### config.mk
export PLATFORM = sky130hd
export DESIGN_NAME = bicubic_window_feeder
export DESIGN_NICKNAME = d
export VERILOG_FILES = /design/src/rtl/bicubic_window_feeder_pkg.sv /design/src/rtl/bicubic_window_feeder_line_buffer.sv /design/src/rtl/bicubic_window_feeder.sv
export SDC_FILE = /design/constraint.sdc
export NUM_CORES = 2
export LEC_CHECK = 0
export CAP_MARGIN = 20
export CORE_MARGIN = 8
export CORE_UTILIZATION = 45
export CTS_CLUSTER_SIZE = 8
export DETAILED_ROUTE_END_ITERATION = 10
export PLACE_DENSITY = 0.69
export REMOVE_ABC_BUFFERS = 1
export SYNTH_ARGS = -nofsm -noshare
export SYNTH_HDL_FRONTEND = slang
export SYNTH_HIERARCHICAL = 1
export SYNTH_SLANG_ARGS = --single-unit
### constraint.sdc
create_clock -name clk -period 10.9 [get_ports clk]
set_clock_uncertainty 0.1 [all_clocks]
set_input_delay 1.09 -clock clk [delete_from_list [all_inputs] [get_ports clk]]
set_output_delay 1.09 -clock clk [all_outputs]
set_load 0.02 [all_outputs]
### src/rtl/bicubic_window_feeder_pkg.sv
// Shared definitions for the bicubic window feeder: FSM state encoding and
// the padding/tap constants that shape a line of column shifts.
package bicubic_window_feeder_pkg;

  // Feeder sequencing: normal accept, left replication, two right replications.
  typedef enum logic [1:0] {
    RUN   = 2'd0,
    LPAD  = 2'd1,
    RPAD1 = 2'd2,
    RPAD2 = 2'd3
  } feeder_state_e;

  localparam int LPAD_SHIFTS = 1;  // extra copies of x0 at the start of a line
  localparam int RPAD_SHIFTS = 2;  // extra copies of x(W-1) at the end of a line
  localparam int WINDOW_TAPS = 4;  // horizontal taps in a bicubic window

  // Column shifts the core sees for one input line of width w.
  function automatic int shifts_per_line(input int w);
    return w + LPAD_SHIFTS + RPAD_SHIFTS;
  endfunction

endpackage

### src/rtl/bicubic_window_feeder_line_buffer.sv
// One line of pixel history: single-port RAM with asynchronous read, so a
// read and a write at the same address in one cycle return the old data.
module line_buffer #(
  parameter int DATA_WIDTH = 8,
  parameter int DEPTH      = 64,
  parameter int AW         = $clog2(DEPTH)
) (
  input  logic                  clk,
  input  logic                  we,
  input  logic [AW-1:0]         addr,
  input  logic [DATA_WIDTH-1:0] wdata,
  output logic [DATA_WIDTH-1:0] rdata
);

  // NOTE: pixel storage has no reset; stale contents are masked by the top clamp.
  logic [DATA_WIDTH-1:0] mem [DEPTH];

  assign rdata = mem[addr];

  // Write the new column value; the read above still sees the previous one.
  // NOTE: sequential state is always updated with non-blocking assignments.
  always_ff @(posedge clk) begin
    if (we) mem[addr] <= wdata;
  end

endmodule

### src/rtl/bicubic_window_feeder.sv
// Producer side of the bicubic core's window interface. Streams raster
// pixels through three line buffers and emits one vertical 4-pixel column
// per shift, replicating at the left, right and top image edges.
module bicubic_window_feeder
  import bicubic_window_feeder_pkg::*;
#(
  parameter int DATA_WIDTH = 8,
  parameter int IMG_WIDTH  = 64,
  parameter int IMG_HEIGHT = 64,
  parameter int XW         = $clog2(IMG_WIDTH + 3),
  parameter int YW         = $clog2(IMG_HEIGHT)
) (
  input  logic                  clk,
  input  logic                  rst,
  input  logic                  s_valid,
  output logic                  s_ready,
  input  logic [DATA_WIDTH-1:0] s_pixel,
  output logic [DATA_WIDTH-1:0] row0_in,
  output logic [DATA_WIDTH-1:0] row1_in,
  output logic [DATA_WIDTH-1:0] row2_in,
  output logic [DATA_WIDTH-1:0] row3_in,
  output logic                  shift_window,
  output logic                  win_valid,
  output logic [XW-1:0]         win_x,
  output logic [YW-1:0]         win_y,
  output logic                  eof
);

  localparam int            CW         = $clog2(IMG_WIDTH);
  localparam logic [CW-1:0] COL_LAST   = CW'(IMG_WIDTH - 1);
  localparam logic [YW-1:0] LINE_LAST  = YW'(IMG_HEIGHT - 1);
  localparam logic [XW-1:0] FIRST_WIN  = XW'(WINDOW_TAPS - 1);
  localparam logic [XW-1:0] SHIFT_LAST = XW'(shifts_per_line(IMG_WIDTH) - 1);

  feeder_state_e         state;
  logic [CW-1:0]         col_q;
  logic [YW-1:0]         line_q;
  logic [XW-1:0]         shift_idx;

  logic                  accept;
  logic                  do_shift;
  logic [DATA_WIDTH-1:0] lb_rd0, lb_rd1, lb_rd2;
  logic [DATA_WIDTH-1:0] nxt_row1, nxt_row2, nxt_row3;

  assign accept   = s_valid && s_ready;
  // Pad states always shift; RUN shifts only on an accepted pixel.
  assign do_shift = accept || (state != RUN);

  // Three-deep vertical history: each accept pushes the column down one line.
  line_buffer #(.DATA_WIDTH(DATA_WIDTH), .DEPTH(IMG_WIDTH), .AW(CW)) u_lb0 (
    .clk(clk), .we(accept), .addr(col_q), .wdata(s_pixel), .rdata(lb_rd0)
  );
  line_buffer #(.DATA_WIDTH(DATA_WIDTH), .DEPTH(IMG_WIDTH), .AW(CW)) u_lb1 (
    .clk(clk), .we(accept), .addr(col_q), .wdata(lb_rd0), .rdata(lb_rd1)
  );
  line_buffer #(.DATA_WIDTH(DATA_WIDTH), .DEPTH(IMG_WIDTH), .AW(CW)) u_lb2 (
    .clk(clk), .we(accept), .addr(col_q), .wdata(lb_rd1), .rdata(lb_rd2)
  );

  // Top-edge clamp: rows above line 0 fall back to the oldest valid line.
  always_comb begin
    // NOTE: every always_comb output gets a default first so no latch is inferred.
    nxt_row1 = s_pixel;
    nxt_row2 = s_pixel;
    nxt_row3 = s_pixel;
    if (int'(line_q) >= 1) begin
      nxt_row1 = lb_rd0;
      nxt_row2 = lb_rd0;
      nxt_row3 = lb_rd0;
    end
    if (int'(line_q) >= 2) begin
      nxt_row2 = lb_rd1;
      nxt_row3 = lb_rd1;
    end
    if (int'(line_q) >= 3) begin
      nxt_row3 = lb_rd2;
    end
  end

  // Sequencer: handshake, padding shifts, counters and registered window tags.
  always_ff @(posedge clk or negedge rst) begin
    if (!rst) begin
      state        <= RUN;
      s_ready      <= 1'b0;
      col_q        <= '0;
      line_q       <= '0;
      shift_idx    <= '0;
      row0_in      <= '0;
      row1_in      <= '0;
      row2_in      <= '0;
      row3_in      <= '0;
      shift_window <= 1'b0;
      win_valid    <= 1'b0;
      win_x        <= '0;
      win_y        <= '0;
      eof          <= 1'b0;
    end else begin
      shift_window <= do_shift;
      win_valid    <= do_shift && (shift_idx >= FIRST_WIN);
      eof          <= 1'b0;

      if (do_shift) begin
        win_x     <= shift_idx - FIRST_WIN;
        win_y     <= line_q;
        shift_idx <= (shift_idx == SHIFT_LAST) ? '0 : shift_idx + XW'(1);
      end

      case (state)
        RUN: begin
          s_ready <= 1'b1;
          if (accept) begin
            row0_in <= s_pixel;
            row1_in <= nxt_row1;
            row2_in <= nxt_row2;
            row3_in <= nxt_row3;
            col_q   <= (col_q == COL_LAST) ? '0 : col_q + CW'(1);
            if (col_q == '0) begin
              state   <= LPAD;
              s_ready <= 1'b0;
            end else if (col_q == COL_LAST) begin
              state   <= RPAD1;
              s_ready <= 1'b0;
            end
          end
        end
        LPAD: begin
          state   <= RUN;
          s_ready <= 1'b1;
        end
        RPAD1: begin
          state <= RPAD2;
        end
        RPAD2: begin
          state   <= RUN;
          s_ready <= 1'b1;
          line_q  <= (line_q == LINE_LAST) ? '0 : line_q + YW'(1);
          eof     <= (line_q == LINE_LAST);
        end
        default: state <= RUN;
      endcase
    end
  end

endmodule

* Word-level counts from Yosys, hierarchy flattened
Memories as Yosys holds them, arrays and structs flattened.
Cells that the tools add are included.
** Cells by class
- Add/subtract/negate cells :: 4
- Order comparisons :: 4
- Reduce and logical (&&, ||, !) cells :: 10
- Equality and inequality tests :: 8
- Mux-type cells :: 17
** Operators by type and width (number)
- 8-bit 2-to-1 mux :: 3
- 6-bit by 1-bit adder with 6-bit output, second input constant :: 2
- 6-bit == test, second input constant :: 2
- 6-bit by 2-bit >= comparator with 1-bit output, second input constant :: 2
- 6-bit 2-to-1 mux :: 2
- 7-bit by 1-bit adder with 7-bit output, second input constant :: 1
- 7-bit == test, second input constant :: 1
- 7-bit by 2-bit >= comparator with 1-bit output, second input constant :: 1
- 7-bit 2-to-1 mux :: 1
- 7-bit by 2-bit subtractor with 7-bit output, second input constant :: 1
- 6-bit by 1-bit >= comparator with 1-bit output, second input constant :: 1
- 6-bit zero test :: 1
- 1-bit 2-to-1 mux :: 6
- 2-bit 2-to-1 mux :: 3
- 2-bit case mux with 3 select lines :: 1
- 2-bit == test, second input constant :: 2
- 2-bit AND reduction :: 2
- 2-bit nonzero test :: 2
- 3-bit != test, second input constant :: 1
- 2-bit by 1-bit == test with 1-bit output, second input constant :: 1
- 1-bit logical AND :: 2
- 2-bit zero test :: 1
- 2-bit != test, second input constant :: 1
- 1-bit case mux with 2 select lines :: 1
- other kinds (2) :: 2
** Storage, ports and cells
- Logic and storage cells :: 60
- Bits in registers :: 70
- Bits in writable memories :: 1536
- Output and inout port bits :: 49
- Memories :: 3
- Input bits :: 11
** Memories
- u_lb0.mem :: words 64, bits a word 8, read ports 1, clocked after Yosys merged registers in 0, write ports 1, RTL line bicubic_window_feeder_line_buffer.sv:16 : logic [DATA_WIDTH-1:0] mem [DEPTH];
- u_lb1.mem :: words 64, bits a word 8, read ports 1, clocked after Yosys merged registers in 0, write ports 1, RTL line bicubic_window_feeder_line_buffer.sv:16
- u_lb2.mem :: words 64, bits a word 8, read ports 1, clocked after Yosys merged registers in 0, write ports 1, RTL line bicubic_window_feeder_line_buffer.sv:16

* Longest topological paths before layout
- Word-level depth :: 5
- Mapped depth :: 14
- Mapped depth without buffers :: 9

* By module
Netlist, hierarchy kept.
** By module, submodules not included
- line_buffer :: area an instance 20289.5 um^2, cells an instance 1163, seq. area each 15374.7 um^2, times used 3
- bicubic_window_feeder :: area an instance 3357.0 um^2, cells an instance 357, seq. area each 1751.7 um^2, times used 1

* Worst setup path after synthesis
OpenSTA, ideal clock, no wires.
- Path kind :: register -> register
- Start point :: register col_q[2]
- End point :: register row3_in[0]
- Stages on the path, launching flop included :: 13
- Data required time :: 10.664 ns
- Path slack :: 6.981 ns
- Period minus slack after synthesis :: 3.919 ns
- Buffers on the path :: 3
- Setup time :: 0.136 ns
- Arrival time :: 3.684 ns
- Cells stage by stage :: dfrtp_1 > buf_2 > buf_4 > buf_2 > mux2_2 > a22oi_1 > nor2_1 > o31ai_1 > nand4_1 > inv_1 > o2111ai_1 > o211ai_1 > a21oi_1
** On the way
- Longest elaborated chain between the ends :: 4
- Elaborated cells on any way between the ends :: 6
- Those cells by class :: 3 x mux; 3 x memory
** Ends and longest elaborated chain
- start: declaration :: RTL line bicubic_window_feeder.sv:36 : logic [CW-1:0] col_q;
- start signal: assignment :: RTL line bicubic_window_feeder.sv:116 : col_q <= (col_q == COL_LAST) ? '0 : col_q + CW'(1);
- memory 64 x 8 bit
- net lb_rd0[0] :: RTL line bicubic_window_feeder.sv:42 : logic [DATA_WIDTH-1:0] lb_rd0, lb_rd1, lb_rd2;
- 8-bit 2-to-1 mux :: RTL line bicubic_window_feeder.sv:66 : if (int'(line_q) >= 1) begin
- 8-bit 2-to-1 mux :: RTL line bicubic_window_feeder.sv:71 : if (int'(line_q) >= 2) begin
- 8-bit 2-to-1 mux :: RTL line bicubic_window_feeder.sv:75 : if (int'(line_q) >= 3) begin
- end signal: assignment :: RTL line bicubic_window_feeder.sv:115 : row3_in <= nxt_row3;
- end: declaration :: RTL line bicubic_window_feeder.sv:21 : output logic [DATA_WIDTH-1:0] row3_in,
The timed path passes the listed nets, and every way through them passes these cells.
A chain may end at the register's enable or synchronous reset.

* Final worst setup path
- Start point :: register col_q[2]
- End point :: register row3_in[7]
Same word-level chain as after synthesis.

==> reports/qor.txt <==
run status = complete, no violations
All-Layer GR Usage = 20.8%
Max stage delay on crit path = 0.85 ns
initial drt markers = 4617
Power, Total = 22.5 mW
Root Buffer = clkbuf_16
Sw Share = 35.6%
Flop pwr share = 40.3%
Warnings, synthesis = 6
MaxCap Viol Count = 0
cell-internal power = 14.5 mW
die height = 394 um
Clock Sinks = 1606
Max Slew Vio Count = 0
ratio of cells with drive above 1 in the final layout = 12.8%
Max FO, Critical Path = 117
Reg clk slew, reported paths = 0.05 ns
Routability Congestion = 0.865
pre-CTS WS = 5.62 ns
CTS tree = yes
CP cell instances = buf_12, buf_4, nor2b_1, a221oi_1, o22a_1, o221ai_1, or4b_2, buf_4, inv_1, o2111ai_1, o211ai_1, a21oi_1
Slew HR = 26.7%
Skew-Pair Late Insertion Delay = 0.84 ns
die width = 394 um
fill count = 11400
TritonCTS buffer count = 219
crit-path most repeated cell = buf_4
crit end category = flop
Synth Register Bits = 1606
dpl hpwl = 98200 um
VDD IR max = 0.343 mV
Tmin final = 5.41 ns
Die Footprint = 155000 sq um
largest net degree at the start of global routing = 118
detailed-route DRC error count = 0
initial core utilization = 45.4%
top-level I/O count = 60
CTS resizes = 0
cells after synthesis = 3846
pwr/cell area = 310 nW/um^2
flop2flop setup slack = 5.49 ns
met3 wire len = 19400 um
Final Hold Fails = 0
wire per inst = 28.3 um
Detailed Routing Iterations Pass 1 = 6
DRT Wirelength = 167000 um
cell family with most CP delay = buffers and inverters
postcts setup bufs = 0
via count = 37500
Max Clk Rate = 185 MHz
sequential cell area = 47900 sq um
Critical Path RT = 11.55 ns
Clk pwr share = 27.1%
Post-Route M1 WL = 65900 um
first-pass GRT wire length = 247000 um
post-synthesis cell area = 64200 sq um
DR vias/cell = 6.34
Lkg Pwr = 23.4 nW
Hold Buf Count CTS = 0
critical path arrival = 6.07 ns
Nets = 3957
Combinational Power Share = 32.6%
worst path bufs/invs = 4
IO buf count = 59
Total Neg Setup Slack = 0 ns
Clock Path Buffers = 3
Cells after DPL = 5602
top layer in use = met4
Post-synth top flop = edfxtp_1
Synth async-reset ratio = 4.36%
most frequent cells in the layout = edfxtp_1, nor2_1, clkbuf_16
fin util = 51.3%
Tightest Hold Check Type = in -> async
Psw = 8.00 mW
Yosys cell types = 69
commonest non-fill, non-tap cell in the layout = edfxtp_1
worst setup margin = 5.49 ns
Multi-input gate area = 15000 sq um
Mapped Avg Cell Area = 16.7 sq um
number of global-route vias before repair = 36800
Final setup viols = 0
DRT antenna net count = 0
CP max-delay cell = nor2b_1
# H-tree levels = 4
critical path type = reg -> reg
Area growth syn-to-layout = 13.1%
initial antenna violation count = 2
area of the core = 142000 sq um
RSZ-0062 raised after global routing = no
met2 WL = 75900 um
Layout Cells excl Fill = 5916
Slew @ Worst Pin = 1.10 ns
grt total ovfl = 0
number of synthesized flops with an enable pin = 1536
num rows = 138
sequential area share after synthesis = 74.5%
period utilisation layout = 49.7%
CP startpoint kind = flop
==> through the flow <==
step           hold slack [ns]  cell area (sq um)
2_1_floorplan            0.411              63000
3_3_place_gp             0.352              66500
3_5_place_dp             0.364              66500
4_1_cts                  0.287              72600
5_1_grt                  0.336              72600
6_report                 0.299              72600
==> power groups by stage <==
stage	sequential (mW)	combinational, mW	clock [mW]
final	9.07	7.33	6.10
after global routing	9.09	7.75	6.44
after CTS	9.05	7.26	6.20
after detailed placement	9.16	7.25	0
after global placement	9.15	7.10	0
after floorplan	9.61	4.56	0
==> cells in the mapped netlist, drive strengths merged (8+ instances only) <==
library cell	n	share of area (%)
dfrtp	70	2.7
nand3b	44	0.51
o221ai	27	0.37
and4	18	0.25
o211ai	11	0.13
a22oi	120	1.4
o2bb2ai	21	0.29
o31ai	16	0.21
or3b	15	0.20
and3	29	0.28
a222oi	9	0.14
nor3b	10	0.12
a32oi	21	0.29
nand3	29	0.23
inv	25	0.15
o21ai	53	0.41
mux2	37	0.65
edfxtp	1536	72
o22a	33	0.45
a31oi	46	0.45
a211o	9	0.12
nor2	285	1.7
o22ai	74	0.72
o2111ai	11	0.15
ha	8	0.16
nor4	11	0.13
or4	11	0.13
nand4	16	0.16
buf	141	1.3
o32ai	9	0.12
clkbuf	124	0.72
mux2i	197	3.1
xnor2	11	0.15
a21o	14	0.16
and2	31	0.31
a221o	33	0.51
a22o	31	0.42
nand2b	74	0.72
a21oi	111	0.86
nor2b	25	0.24
mux4	123	4.3
a221oi	63	0.86
nand2	198	1.2
a211oi	18	0.21
==> path summary, 6_finish.rpt <==
| path | end | depth (start not counted) | start |
|---|---|---|---|
| min in group clk | row0_in[3] | 2 | row0_in[3] |
| hold reg to reg | row0_in[3] | 2 | row0_in[3] |
| max in group asynchronous | col_q[1] | 1 | rst |
| setup / recovery | row3_in[7] | 12 | col_q[2] |
| setup reg to reg | row3_in[7] | 12 | col_q[2] |
| hold / removal | win_x[0] | 1 | rst |
==> area by class of cell <==
cell class,count,area share [%]
Clock buffer,289,7.93
Sequential cell,1606,65.9
Inverter,25,0.129
Multi-Input combinational cell,1950,20.7
Clock inverter,17,0.474
Antenna cell,3,0.0103
Tap cell,1890,3.26
Timing Repair Buffer,136,1.61
==> cells by family (layout without fill, tap and decap cells) <==
kind of cell | count (synthesis) | count (layout) | share of synthesized area (%)
AO/OA/AOI/OAI | 744 | 744 | 8.47
adder cells (fa/ha/maj) | 8 | 8 | 0.156
multiplexers | 357 | 357 | 8.03
AND/OR/NAND/NOR | 827 | 827 | 6.49
XOR/XNOR | 14 | 14 | 0.191
other | 0 | 3 | 0
buffers and inverters | 290 | 467 | 2.12
flip-flops | 1606 | 1606 | 74.5
==> registers in the layout (all words and copies together) (netlist names), 2 cells and up <==
name	flops
row3_in	8
u_lb0/mem	512
u_lb1/mem	512
row0_in	8
line_q	6
win_x	7
shift_idx	7
win_y	6
row2_in	8
u_lb2/mem	512
row1_in	8
col_q	6
state	2
==> metal layers <==
| metal | vias up | track usage (%) |
|---|---|---|
| met1 | 19200 | 28.6 |
| met3 | 386 | 6.18 |
| li1 | 15500 | - |
| met5 | - | 0 |
| met4 | 0 | 7.96 |
| met2 | 2363 | 31.5 |
Power figures use the tool's default switching activity.
